<file path="config.mk">
export PLATFORM = sky130hd
export DESIGN_NAME = studio2_keypad_responder
export DESIGN_NICKNAME = d
export VERILOG_FILES = /design/src/rtl/studio2_pkg.sv /design/src/rtl/studio2_key_hold.sv /design/src/rtl/studio2_keypad_responder.sv
export SDC_FILE = /design/constraint.sdc
export NUM_CORES = 1
export LEC_CHECK = 0
export ABC_AREA = 1
export CAP_MARGIN = 20
export CORE_MARGIN = 3
export CORE_UTILIZATION = 29
export DETAILED_ROUTE_END_ITERATION = 10
export HOLD_SLACK_MARGIN = 0.08
export PLACE_DENSITY = 0.5
export REMOVE_ABC_BUFFERS = 1
export SETUP_SLACK_MARGIN = 0.3
export SLEW_MARGIN = 20
export SYNTH_ARGS = -nofsm -noshare
export SYNTH_HDL_FRONTEND = slang
export SYNTH_SLANG_ARGS = --single-unit
</file>
<file path="constraint.sdc">
create_clock -name clk_sys -period 2.05 [get_ports clk_sys]
set_input_delay 0.3075 -clock clk_sys [delete_from_list [all_inputs] [get_ports clk_sys]]
set_output_delay 0.3075 -clock clk_sys [all_outputs]
set_load 0.02 [all_outputs]
</file>
<file path="src/rtl/studio2_pkg.sv">
// Shared definitions for the Studio II keypad responder.
// Holds the keypad size, the set-2 scan codes for both hex keypads
// (index = key number) and a combinational scan-code lookup.
package studio2_pkg;

    localparam int KP_KEYS = 10;

    typedef logic [KP_KEYS-1:0] kp_bitmap_t;

    localparam logic [7:0] KP1_CODES [KP_KEYS] = '{
        8'h45, 8'h16, 8'h1E, 8'h26, 8'h25, 8'h2E, 8'h36, 8'h3D, 8'h3E, 8'h46
    };

    localparam logic [7:0] KP2_CODES [KP_KEYS] = '{
        8'h4D, 8'h15, 8'h1D, 8'h24, 8'h2D, 8'h2C, 8'h35, 8'h3C, 8'h43, 8'h44
    };

    // hit: code belongs to a keypad; pad: 0 = keypad 1, 1 = keypad 2
    typedef struct packed {
        logic       hit;
        logic       pad;
        logic [3:0] key;
    } kp_hit_t;

    // The two maps share no codes, so at most one branch matches.
    function automatic kp_hit_t kp_lookup(input logic [7:0] code);
        kp_hit_t r;
        r = '0;
        for (int i = 0; i < KP_KEYS; i++) begin
            if (code == KP1_CODES[i]) begin
                r.hit = 1'b1;
                r.pad = 1'b0;
                r.key = 4'(i);
            end
            if (code == KP2_CODES[i]) begin
                r.hit = 1'b1;
                r.pad = 1'b1;
                r.key = 4'(i);
            end
        end
        return r;
    endfunction

endpackage

</file>
<file path="src/rtl/studio2_key_hold.sv">
// One key: raw pressed bit plus a minimum-hold down-counter.
// Ports:
//   clk_sys, reset_n  clock, async active-low reset
//   flush             synchronous clear of raw bit and counter (wins)
//   make, brk         decoded make/break strobes for this key
//   held              raw OR counter not yet expired
module studio2_key_hold
    import studio2_pkg::*;
#(
    parameter int                HOLD_W   = 16,
    parameter logic [HOLD_W-1:0] HOLD_MIN = 16'd4096
) (
    input  logic clk_sys,
    input  logic reset_n,
    input  logic flush,
    input  logic make,
    input  logic brk,
    output logic held
);

    logic              raw_q, raw_d;
    logic [HOLD_W-1:0] cnt_q, cnt_d;

    always_comb begin
        raw_d = raw_q;
        cnt_d = (cnt_q != '0) ? cnt_q - HOLD_W'(1) : '0;
        if (make) begin
            raw_d = 1'b1;
            cnt_d = HOLD_MIN;
        end
        if (brk) begin
            raw_d = 1'b0;
        end
        if (flush) begin
            raw_d = 1'b0;
            cnt_d = '0;
        end
    end

    always_ff @(posedge clk_sys or negedge reset_n) begin
        if (!reset_n) begin
            raw_q <= 1'b0;
            cnt_q <= '0;
        end else begin
            raw_q <= raw_d;
            cnt_q <= cnt_d;
        end
    end

    assign held = raw_q | (cnt_q != '0);

endmodule

</file>
<file path="src/rtl/studio2_keypad_responder.sv">
// CPU-facing responder for the two Studio II hex keypads.
// PS/2 make/break events update 20 per-key hold cells; the CPU picks a key
// number via OUT on SEL_PORT and reads it back on EF3 (keypad 1) / EF4
// (keypad 2), active-low.
// Ports:
//   clk_sys, reset_n  clock, async active-low reset
//   ps2_key           [10] toggle, [9] pressed, [8] extended, [7:0] code
//   flush             synchronous release-all
//   io_n/io_out/io_dout  CPU OUT interface
//   ef_n              [3]=EF4, [2]=EF3, [1:0]=1
//   key_sel           select latch
//   held1, held2      per-keypad held bitmaps
module studio2_keypad_responder
    import studio2_pkg::*;
#(
    parameter logic [2:0]        SEL_PORT = 3'd2,
    parameter int                HOLD_W   = 16,
    parameter logic [HOLD_W-1:0] HOLD_MIN = 16'd4096
) (
    input  logic        clk_sys,
    input  logic        reset_n,
    input  logic [10:0] ps2_key,
    input  logic        flush,
    input  logic [2:0]  io_n,
    input  logic        io_out,
    input  logic [7:0]  io_dout,
    output logic [3:0]  ef_n,
    output logic [3:0]  key_sel,
    output kp_bitmap_t  held1,
    output kp_bitmap_t  held2
);

    logic       tog_q, tog_d;
    logic       armed_q, armed_d;
    logic       sel_hit_q, sel_hit_d;
    logic [3:0] key_sel_q, key_sel_d;
    logic       ef3_n_q, ef3_n_d;
    logic       ef4_n_q, ef4_n_d;

    logic       ps2_ev;
    kp_hit_t    lk;
    kp_bitmap_t make1, brk1, make2, brk2;
    logic       unused_dout;

    assign unused_dout = ^io_dout[7:4];

    // armed_q keeps the first sampled toggle level from looking like an event.
    assign ps2_ev = armed_q && (ps2_key[10] != tog_q) && !ps2_key[8];
    assign lk     = kp_lookup(ps2_key[7:0]);

    always_comb begin
        make1 = '0;
        brk1  = '0;
        make2 = '0;
        brk2  = '0;
        if (ps2_ev && lk.hit) begin
            if (!lk.pad) begin
                make1[lk.key] = ps2_key[9];
                brk1[lk.key]  = !ps2_key[9];
            end else begin
                make2[lk.key] = ps2_key[9];
                brk2[lk.key]  = !ps2_key[9];
            end
        end
    end

    for (genvar k = 0; k < KP_KEYS; k++) begin : g_keys
        studio2_key_hold #(.HOLD_W(HOLD_W), .HOLD_MIN(HOLD_MIN)) u_kp1 (
            .clk_sys (clk_sys),
            .reset_n (reset_n),
            .flush   (flush),
            .make    (make1[k]),
            .brk     (brk1[k]),
            .held    (held1[k])
        );
        studio2_key_hold #(.HOLD_W(HOLD_W), .HOLD_MIN(HOLD_MIN)) u_kp2 (
            .clk_sys (clk_sys),
            .reset_n (reset_n),
            .flush   (flush),
            .make    (make2[k]),
            .brk     (brk2[k]),
            .held    (held2[k])
        );
    end

    always_comb begin
        tog_d     = ps2_key[10];
        armed_d   = 1'b1;
        sel_hit_d = io_out && (io_n == SEL_PORT);
        key_sel_d = key_sel_q;
        // Capture only on the rising edge of the qualified strobe.
        if (sel_hit_d && !sel_hit_q) begin
            key_sel_d = io_dout[3:0];
        end
        ef3_n_d = !((key_sel_q <= 4'd9) && held1[key_sel_q]);
        ef4_n_d = !((key_sel_q <= 4'd9) && held2[key_sel_q]);
    end

    always_ff @(posedge clk_sys or negedge reset_n) begin
        if (!reset_n) begin
            tog_q     <= 1'b0;
            armed_q   <= 1'b0;
            sel_hit_q <= 1'b0;
            key_sel_q <= 4'hF;
            ef3_n_q   <= 1'b1;
            ef4_n_q   <= 1'b1;
        end else begin
            tog_q     <= tog_d;
            armed_q   <= armed_d;
            sel_hit_q <= sel_hit_d;
            key_sel_q <= key_sel_d;
            ef3_n_q   <= ef3_n_d;
            ef4_n_q   <= ef4_n_d;
        end
    end

    assign ef_n    = {ef4_n_q, ef3_n_q, 2'b11};
    assign key_sel = key_sel_q;

endmodule

</file>
==> results of run 1 <==
==> per-stage QoR <==
stage	std cells	worst slack (ns)	util, %	area, µm²	hold WS (ns)
after floorplan	2096	-0.4891	-	18300	0.01191
after global placement	3376	-0.5566	36.21	23010	0.2614
after detailed placement	3376	-0.6258	36.21	23010	0.2545
after CTS	3568	-0.3530	41.80	26560	0.2059
after global routing	3621	-0.4029	45.20	28720	0.2656
final	3621	-0.3030	45.20	28720	0.2480
==> cells by family (layout without fill, tap and decap cells) <==
group,count (synthesis),in the layout,synth area share (%)
flops,349,349,46.59
buf+inv,254,864,6.475
simple gates,1164,1177,29.46
compound gates,75,75,2.314
xor+xnor,266,266,12.42
mux,1,1,0.06001
other cells,1,3,0.01999
fa+ha+maj,40,40,2.667
==> power breakdown <==
group | switching (mW) | internal, mW | total (mW) | leakage [nW]
Sequential | 1.41 | 8.92 | 10.3 | 4.66
Clock | 2.98 | 4.37 | 7.34 | 0.665
Combinational | 13.3 | 13.1 | 26.4 | 7.96
==> metal layers <==
metal,up-vias,GRT usage [%],part of all wire (%)
met5,-,0,0
met4,0,4.460,2.3
met3,77,2.455,3.6
met2,198,24.69,49
met1,7888,19.08,45
li1,7997,-,-
==> state kept, by name (all words and copies together) (netlist names) <==
signal and count:
g_keys.u_kp2.cnt_q 160, g_keys.u_kp1.cnt_q 160, ef3_n_q 1, armed_q 1
g_keys.u_kp2.raw_q 10, key_sel 4, g_keys.u_kp1.raw_q 10, tog_q 1
ef4_n_q 1, sel_hit_q 1
==> cell type report <==
cell class                      count  area, µm²  share of cell area, %
Clock inverter                     11      123.9                 0.4313
Multi-Input combinational cell   1562      11610                  40.41
Tap cell                          846       1059                  3.686
Inverter                          198      755.7                  2.631
Timing Repair Buffer              591       5210                  18.14
Clock buffer                       64       1224                  4.261
Sequential cell                   349       8741                  30.44
==> what timing repair did <==
item,in CTS,in global routing
setup buffers,102,48
hold buffers,1,0
resized for setup,450,456
cloned,14,5
hold endpoints to repair,187,0
endpoints found under the setup margin,365,362
pin swaps,141,196
==> synthesized netlist by cell type, drive strengths merged (4+ instances only) <==
cell    number
and3         4
a21oi       43
xnor2      130
nand3b      11
nor4        45
nor3        77
dfstp        6
xor2       136
nor3b       11
ha          40
nand2      256
dfrtp      343
or2         22
inv        196
nand4       34
o21ai       21
buf         52
nor2       613
clkbuf       4
nand3       87
==> worst register-to-register path, cell delays in order, from the launching register on <==
cell,delay (ns)
dfrtp_1,0.38
inv_2,0.08
ha_4,0.13
inv_4,0.04
nor4_4,0.25
nand3_1,0.12
buf_4,0.16
buf_6,0.11
buf_6,0.11
buf_6,0.10
buf_6,0.10
buf_6,0.10
buf_6,0.10
nand2_2,0.05
inv_2,0.04
nand2_4,0.09
buf_12,0.16
nor2_2,0.04
==> path summary, 6_finish.rpt <==
kind	end	slack [ns]	depth (start not counted)
worst min-delay path	g_keys[7].u_kp1.cnt_q[2]	0.25	2
worst max register to register	g_keys[8].u_kp1.cnt_q[11]	-0.22	17
worst min register to register	g_keys[8].u_kp2.cnt_q[0]	0.42	1
min in group clk_sys	tog_q	0.28	1
max in group asynchronous	g_keys[2].u_kp2.cnt_q[2]	1.05	3
worst max-delay path	held2[5]	-0.30	7
==> flow_summary.ini, run 1 <==
[run_status]
status = complete, but fails checks
failed_checks = negative setup slack

[yosys]
yosysTopAreaCell = dfrtp_1
ys_ff_latch = 349
ys.flop_type = dfrtp_1
avgSynthCellArea_um2 = 8.727
async_reset_ff_share_pct = 100.0
synth_edf_count = 0
synth.yosys.seq_area_share_pct = 46.59
synth.distinct_cells = 47
synth_top_area_share_pct = 45.75
postSynthCellCount = 2150
ys_warn_count = 0
syn_area_um2 = 18760
synth_area_leaders = dfrtp_1 (46%), nor2_1 (9.8%), xor2_1 (6.3%), xnor2_1 (6.1%), nand2_1 (4.5%)

[floorplanning]
design.die.area_um2 = 67790
ios = 54
rows = 92
initial_utilization_pct = 29.53
core_um2 = 63540
fp.dieW_um = 260.4
die_h_um = 260.4

[timing]
setup_ws_ns = -0.3030
finalHoldViolations = 0
fin_skew_ns = 0.01986
min_period_ns = 2.353
slew_headroom_pct = 64.94
fmax_ghz = 0.4250
period_share_pct = 114.8
drv_slew = 0
setup_viol = 35
setup_tns_ns = -6.958
timing_worst_slew_pin_value_ns = 0.5240
rsz0062_at_grt = yes

[clock_network]
tritoncts = built
ctsLongestPathBuffers = 3
clock-sinks = 349
clk_latency_ns = 0.57
path_clk_slew_ns = 0.06
cts_max_level = 2
cts.root.buffer_cell = clkbuf_16
numCtsBuffers = 42

[drt]
num_vias = 16160
ant_nets = 0
vias_per_cell = 4.463
route.detailed.drc = 0
drt_iter0_drc = 735
drt_wl_total_um = 51110
post_drt_wl_per_cell_um = 14.11
dr.pass1.iters = 5

[worst_setup_path]
cp_max_fo = 2
criticalPathCategory = reg -> out
r2r_start = g_keys[8].u_kp1.cnt_q[0]
cpLargestDelayFamily = simple AND/OR/NAND/NOR gates
setup.worst_path.start_class = register
critPathBufInv = 3
cp.required_ns = 1.74
slowest_delay_ns = 0.36
startpoint = g_keys[5].u_kp2.cnt_q[1]
cp.arrival_ns = 2.05
crit_chain = inv_1, ha_4, inv_4, nor4_4, nand3_1, or2_4, buf_6
end_kind = output port
slowest_stage = dfrtp_1

[grt]
grt_pass1_wl_um = 81470
grt_usage_pct = 14.59
antenna_found_initial = 0
grt_max_degree = 63
gr-total-overflow = 0
grt_pass1_vias = 16500

[cells_and_area]
n_fill_cell = 6011
layout_common_cells = buf_4 (449), dfrtp_1 (343), nor2_1 (313)
drive_gt1_share_pct = 46.49
antenna_cells = 0
mostFrequentLayoutCell = buf_4
nNetsFinal = 2810
area_delta_synth_final_pct = 53.06

[power]
fin_total_pwr_mw = 44.07
p_leak_nw = 13.28
powerDensity_nw_per_um2 = 1534
ir_drop_mv = 0.7125

[placement]
place_congestion = 0.8611
io_buffers = 47
hpwl_um = 32150

[flow_run]
maxCapViolCount = 0

[hold_path]
hold_class = in -> async
Note: power is estimated with default switching activity, not from simulation.
==> run 2, diff against run 1 <==
--- a/config.mk
+++ b/config.mk
@@ -8,10 +8,10 @@
 export ABC_AREA = 1
 export CAP_MARGIN = 20
 export CORE_MARGIN = 3
-export CORE_UTILIZATION = 29
+export CORE_UTILIZATION = 56
 export DETAILED_ROUTE_END_ITERATION = 10
 export HOLD_SLACK_MARGIN = 0.08
-export PLACE_DENSITY = 0.5
+export PLACE_DENSITY = 0.81
 export REMOVE_ABC_BUFFERS = 1
 export SETUP_SLACK_MARGIN = 0.3
 export SLEW_MARGIN = 20
==> flow_summary.ini, run 2 <==
[run_status]
status = did not finish
haltStage = global routing (5_1_grt)
tool.error = [ERROR GRT-0232] Routing congestion too high. Check the congestion heatmap in the GUI.

[yosys]
synth.distinct_cells = 47
postSynthCellCount = 2150
ys.flop_type = dfrtp_1
avgSynthCellArea_um2 = 8.727
async_reset_ff_share_pct = 100.0
ys_warn_count = 0
syn_area_um2 = 18760
yosysTopAreaCell = dfrtp_1
synth.yosys.seq_area_share_pct = 46.59
yosysMostFrequentCell = nor2_1
synth_area_leaders = dfrtp_1 (46%), nor2_1 (9.8%), xor2_1 (6.3%), xnor2_1 (6.1%), nand2_1 (4.5%)
ys_top_cells_by_count = nor2_1 (490), dfrtp_1 (343), nand2_1 (224)
synth_edf_count = 0
synth_top_area_share_pct = 45.75
ys_ff_latch = 349

[clock_network]
cts_max_level = 2
cts.root.buffer_cell = clkbuf_16
numCtsBuffers = 39
clock-sinks = 349
ctsLongestPathBuffers = 3

[floorplanning]
fp.dieW_um = 189.0
initial_utilization_pct = 57.23
rows = 66
die_h_um = 189.0
ios = 54

[placement]
place_congestion = 0.8864
hpwl_um = 31020
io_buffers = 47
post-place-cells = 2906
place_area_um2 = 21940

[timing]
endpoint_type = primary output
worst_endpoint = held1[6]

[grt]
grt_max_degree = 74
antenna_found_initial = 13
grt_usage_pct = 76.30
gr-total-overflow = 38
-- run 2: cell families after synthesis --
group	Yosys count	synth area share, %
xor+xnor	266	12.42
other cells	1	0.01999
flops	349	46.59
mux	1	0.06001
fa+ha+maj	40	2.667
buf+inv	254	6.475
simple gates	1164	29.46
compound gates	75	2.314
-- run 2: metal layers --
layer	GRT overflow	global-route usage, %
met1	2	74.72
met2	17	89.88
met3	2	64.77
met4	17	77.69
met5	0	39.29
-- run 2: stage by stage --
stage | TNS, ns | setup slack [ns]
2_1_floorplan | -113.70 | -0.4891
3_3_place_gp | -132.99 | -0.4489
3_5_place_dp | -157.80 | -0.5468
4_1_cts | -3.898 | -0.2807
-- run 2: repair_timing --
action / in CTS
hold buffers: 1
endpoints found under the hold margin: 72
endpoints found under the setup margin: 368
gates resized for setup: 482
gates cloned: 18
setup buffers: 116
pin swaps: 165
==> run 3, diff against run 2 <==
--- a/config.mk
+++ b/config.mk
@@ -8,12 +8,10 @@
 export ABC_AREA = 1
 export CAP_MARGIN = 20
 export CORE_MARGIN = 3
-export CORE_UTILIZATION = 56
+export CORE_UTILIZATION = 40
 export DETAILED_ROUTE_END_ITERATION = 10
-export HOLD_SLACK_MARGIN = 0.08
-export PLACE_DENSITY = 0.81
+export PLACE_DENSITY_LB_ADDON = 0.15
 export REMOVE_ABC_BUFFERS = 1
-export SETUP_SLACK_MARGIN = 0.3
 export SLEW_MARGIN = 20
 export SYNTH_ARGS = -nofsm -noshare
 export SYNTH_HDL_FRONTEND = slang
==> constraint.sdc (replaced) <==
create_clock -name clk_sys -period 2.7 [get_ports clk_sys]
set_input_delay 0.405 -clock clk_sys [delete_from_list [all_inputs] [get_ports clk_sys]]
set_output_delay 0.405 -clock clk_sys [all_outputs]
set_load 0.02 [all_outputs]
==> flow_summary.ini, run 3 (synthesized netlist as in run 1, its figures left out) <==
[run_status]
status = finished clean

[worst_setup_path]
slowest_delay_ns = 0.38
setup.worst_path.start_class = register
cp.required_ns = 2.30
criticalPathCategory = reg -> out
slowest_stage = dfrtp_1
critPathBufInv = 3
cp_max_fo = 4
cpLargestDelayFamily = simple AND/OR/NAND/NOR gates
cp.arrival_ns = 2.19
end_kind = output port
cpMostUsedCell = inv_1
crit_chain = inv_1, ha_1, inv_1, nor4_2, nand3_2, or2_2, clkbuf_2

[floorplanning]
rows = 78
core_um2 = 45870
ios = 54
fp.dieW_um = 222.6
die_h_um = 222.6
design.die.area_um2 = 49540
initial_utilization_pct = 40.91

[placement]
hpwl_um = 27370
place_area_um2 = 20080
place_congestion = 0.8396
post-place-cells = 2796
io_buffers = 47

[power]
ir_drop_mv = 0.6476
powerDensity_nw_per_um2 = 1149
p_leak_nw = 10.10

[drt]
num_vias = 13590
drt_iter0_drc = 660
drt_wl_total_um = 38850
vias_per_cell = 4.722
route.detailed.drc = 0
ant_nets = 0
post_drt_wl_per_cell_um = 13.50
wl_met3_um = 1304
highest_layer = met4
wl_met1_um = 18940
wl_met2_um = 17680
dr.pass1.iters = 5

[cells_and_area]
largestRegisters = g_keys.u_kp1.cnt_q: 160 flops, g_keys.u_kp2.cnt_q: 160 flops
area_delta_synth_final_pct = 14.92
nNetsFinal = 2314
n_fill_cell = 4465
layout_common_cells = nor2_1 (484), dfrtp_1 (343), nand2_1 (222)
antenna_cells = 0
fin_area_um2 = 21560
drive_gt1_share_pct = 15.94
mostFrequentLayoutCell = nor2_1
finalNonFillerCells = 2877

[grt]
antenna_found_initial = 3
grt_pass1_wl_um = 67070
grt_max_degree = 64
grt_usage_pct = 16.12
grt_pass1_vias = 13750
gr-total-overflow = 0

[clock_network]
numCtsBuffers = 42
tritoncts = built
clk_latency_ns = 0.56
path_clk_slew_ns = 0.06
clock-sinks = 349
cts.root.buffer_cell = clkbuf_16
ctsLongestPathBuffers = 3
cts_max_level = 2

[timing]
fmax_ghz = 0.3860
period_share_pct = 95.95
slew_headroom_pct = 51.68
min_period_ns = 2.591
drv_slew = 0
finalHoldViolations = 0
setup_viol = 0
fin_skew_ns = 0.02107
timing_worst_slew_pin_value_ns = 0.7182

[hold_path]
hold_class = in -> reg

[flow_run]
maxCapViolCount = 0
## run 3: layout make-up
cell class                      instances  area [µm²]  area share [%]
Multi-Input combinational cell       1549        8931           41.42
Sequential cell                       349        8741           40.54
Clock buffer                           66        1275           5.913
Timing Repair Buffer                  108        1028           4.770
Tap cell                              600       750.7           3.481
Inverter                              198       743.2           3.447
Clock inverter                          7       93.84          0.4352
## run 3: worst paths after layout
check	endpoint	startpoint	slack, ns	cells past startpoint
worst min register to register	g_keys[0].u_kp1.cnt_q[0]	g_keys[0].u_kp1.cnt_q[0]	0.42	1
worst max register to register	g_keys[8].u_kp2.cnt_q[15]	g_keys[8].u_kp2.cnt_q[2]	0.63	8
max in group asynchronous	key_sel[1]	reset_n	1.50	3
min in group asynchronous	g_keys[9].u_kp2.cnt_q[2]	reset_n	0.38	2
worst max-delay path	held1[4]	g_keys[4].u_kp1.cnt_q[0]	0.11	7
worst min-delay path	tog_q	ps2_key[10]	0.34	1
## run 3: power by group
group | internal, mW | switching, mW | leakage (nW)
clock | 3.42 | 2.17 | 0.662
sequential | 6.78 | 1.32 | 4.66
combinational | 4.70 | 6.39 | 4.78
total | 14.9 | 9.89 | 10.1
## run 3: what timing repair did
action,in CTS,in global routing
gates resized for setup,48,33
gates cloned,0,0
endpoints found under the setup margin,19,16
hold endpoints to repair,55,0
hold buffers,1,0
pin swaps,3,13
buffers inserted,4,3
## run 3: routing by layer
layer	vias up	global-route usage, %
met1	6450	22.17
met2	138	26.27
li1	6939	-
met3	59	2.616
met4	0	4.840
met5	-	0
## run 3: per-stage QoR
stage	setup slack, ns	total power, mW	TNS, ns	utilization [%]	hold slack (ns)
6_report	0.1094	24.78	0	47.01	0.3432
5_1_grt	-0.04257	27.06	-0.04257	47.01	0.3357
4_1_cts	-0.1742	25.06	-0.1742	46.89	0.3105
3_5_place_dp	-0.07973	19.21	-6.786	43.77	0.4120
3_3_place_gp	-0.06127	19.04	-2.510	43.77	0.4112
2_1_floorplan	0.06345	16.57	0	-	0.1094
==> run 4, diff against run 3 <==
--- a/config.mk
+++ b/config.mk
@@ -6,8 +6,7 @@
 export NUM_CORES = 1
 export LEC_CHECK = 0
 export ABC_AREA = 1
-export CAP_MARGIN = 20
-export CORE_MARGIN = 3
+export CORE_MARGIN = 2
 export CORE_UTILIZATION = 40
 export DETAILED_ROUTE_END_ITERATION = 10
 export PLACE_DENSITY_LB_ADDON = 0.15
==> flow_summary.ini, run 4 (synthesized netlist as in run 1, its figures left out) <==
[drt]
post_drt_wl_per_cell_um = 13.65
num_vias = 13680
wl_met3_um = 1196
ant_nets = 0
vias_per_cell = 4.723
highest_layer = met4
wl_met2_um = 17950
wl_met1_um = 19470
dr.pass1.iters = 4
drt_wl_total_um = 39530
drt_iter0_drc = 661
route.detailed.drc = 0

[cells_and_area]
area_delta_synth_final_pct = 15.88
nNetsFinal = 2327
layout_common_cells = nor2_1 (485), dfrtp_1 (343), nand2_1 (221)
fin_area_um2 = 21740
antenna_cells = 0
mostFrequentLayoutCell = nor2_1
largestRegisters = g_keys.u_kp1.cnt_q: 160 flops, g_keys.u_kp2.cnt_q: 160 flops
n_fill_cell = 4572
drive_gt1_share_pct = 16.51

[floorplanning]
design.die.area_um2 = 48660
die_h_um = 220.6
fp.dieW_um = 220.6
rows = 79
initial_utilization_pct = 40.39
ios = 54
core_um2 = 46460

[timing]
drv_slew = 0
finalHoldViolations = 0
fin_skew_ns = 0.01683
timing_worst_slew_pin_value_ns = 0.7433
slew_headroom_pct = 49.99
period_share_pct = 95.67
min_period_ns = 2.583
fmax_ghz = 0.3871
setup_viol = 0

[clock_network]
clk_latency_ns = 0.56
tritoncts = built
cts.root.buffer_cell = clkbuf_16
cts_max_level = 2
clock-sinks = 349
numCtsBuffers = 42
path_clk_slew_ns = 0.06
ctsLongestPathBuffers = 3

[grt]
antenna_found_initial = 0
gr-total-overflow = 0
grt_usage_pct = 17.00
grt_pass1_vias = 13830
grt_pass1_wl_um = 67070
grt_max_degree = 75

[worst_setup_path]
setup.worst_path.start_class = register
r2r_slack_ns = 0.48
slowest_delay_ns = 0.39
reg2reg_to = g_keys[5].u_kp1.cnt_q[15]
cpLargestDelayFamily = simple AND/OR/NAND/NOR gates
r2r_start = g_keys[5].u_kp1.cnt_q[4]
slowest_stage = dfrtp_1
cp.required_ns = 2.30
critPathBufInv = 3
crit_chain = inv_2, ha_1, inv_1, nor4_1, nand3_1, or2_4, clkdlybuf4s15_2
end_kind = output port
cp_max_fo = 4
criticalPathCategory = reg -> out
cp.arrival_ns = 2.18
reg2reg_depth = 6

[hold_path]
holdPathEnd = tog_q
hold_class = in -> reg
hp-start = ps2_key[10]
hold-path-cell-count = 1

[power]
p_leak_nw = 10.19
share_seq_of_total_power_pct = 32.5
p_sw_mw = 9.985
powerDensity_nw_per_um2 = 1145
combPwrFrac_pct = 45.2
p_clk_share_pct = 22.4
p_sw_share_pct = 40.09
p_int_mw = 14.92
fin_total_pwr_mw = 24.91
ir_drop_mv = 0.5263

[placement]
place_area_um2 = 20210
hpwl_um = 27270
place_congestion = 0.8275
io_buffers = 47

[run_status]
status = finished clean

[flow_run]
maxCapViolCount = 0
[run 4: cell count changes in the layout (fill, tap and decap cells not counted), moves of 3 or more]
| cell | before | now |
|---|---|---|
| nor4_4 | 0 | 4 |
| dlygate4sd2_1 | 7 | 4 |
| nor4_2 | 11 | 6 |
| buf_12 | 12 | 16 |
| buf_4 | 49 | 57 |
| clkbuf_8 | 7 | 10 |
[run 4: layout make-up]
type	count	area (µm²)	area share [%]
multi-input combinational	1549	8971	41.26
sequential	349	8741	40.20
clock buffer	66	1262	5.807
timing repair buffer	121	1181	5.432
tap	607	759.5	3.493
inverter	198	743.2	3.418
clock inverter	6	83.83	0.3856
[run 4: power groups by stage]
| stage | Sequential [mW] | Clock [mW] | Combinational (mW) |
|---|---|---|---|
| after CTS | 8.08 | 5.77 | 11.3 |
| after detailed placement | 8.12 | 0 | 11.1 |
| final | 8.08 | 5.57 | 11.2 |
| after global routing | 8.32 | 5.99 | 12.9 |
| after floorplan | 7.89 | 0 | 8.68 |
| after global placement | 8.11 | 0 | 11.0 |
[run 4: how the worst max path moves through the flow]
stage	slack (ns)	endpoint	from	cells after the start
after floorplan	0.06	g_keys[7].u_kp1.cnt_q[15]	ps2_key[7]	10
after global placement	-0.08	g_keys[4].u_kp1.cnt_q[15]	ps2_key[2]	15
after detailed placement	-0.10	g_keys[7].u_kp2.cnt_q[13]	ps2_key[5]	15
after CTS	0.004	held1[3]	g_keys[3].u_kp1.cnt_q[0]	8
after global routing	-0.06	held2[8]	g_keys[8].u_kp2.cnt_q[12]	6
final	0.12	held1[4]	g_keys[4].u_kp1.cnt_q[0]	7
[run 4: stage by stage]
step / instances / setup TNS (ns) / hold WS (ns) / utilization [%] / setup slack, ns
after CTS: 2891 / 0 / 0.3032 / 46.61 / 0.003541
after global placement: 2813 / -3.982 / 0.3440 / 43.51 / -0.07937
after detailed placement: 2813 / -8.958 / 0.3503 / 43.51 / -0.1030
final: 2896 / 0 / 0.3400 / 46.80 / 0.1170
after global routing: 2896 / -0.06251 / 0.3211 / 46.80 / -0.06251
after floorplan: 2096 / 0 / 0.1094 / - / 0.06345
[run 4: per-layer routing]
layer | vias to the layer above | GRT usage (%)
li1 | 6961 | -
met1 | 6546 | 23.16
met2 | 112 | 27.62
met3 | 58 | 2.873
met4 | 0 | 5.422
met5 | - | 0
[run 4: worst reg2reg max path: stages (launching register included)]
cell     delay (ns)
dfrtp_1        0.40
or2_2          0.35
nor4_1         0.63
nand2_1        0.22
nor4_1         0.29
xnor2_1        0.16
nor2_1         0.05
[run 4: what timing repair did]
action,4_1_cts,5_1_grt
hold buffers,1,0
hold endpoints to repair,36,0
endpoints found under the setup margin,18,17
resized for setup,55,33
pin swaps,8,9
cloned,0,0
buffers inserted,5,5
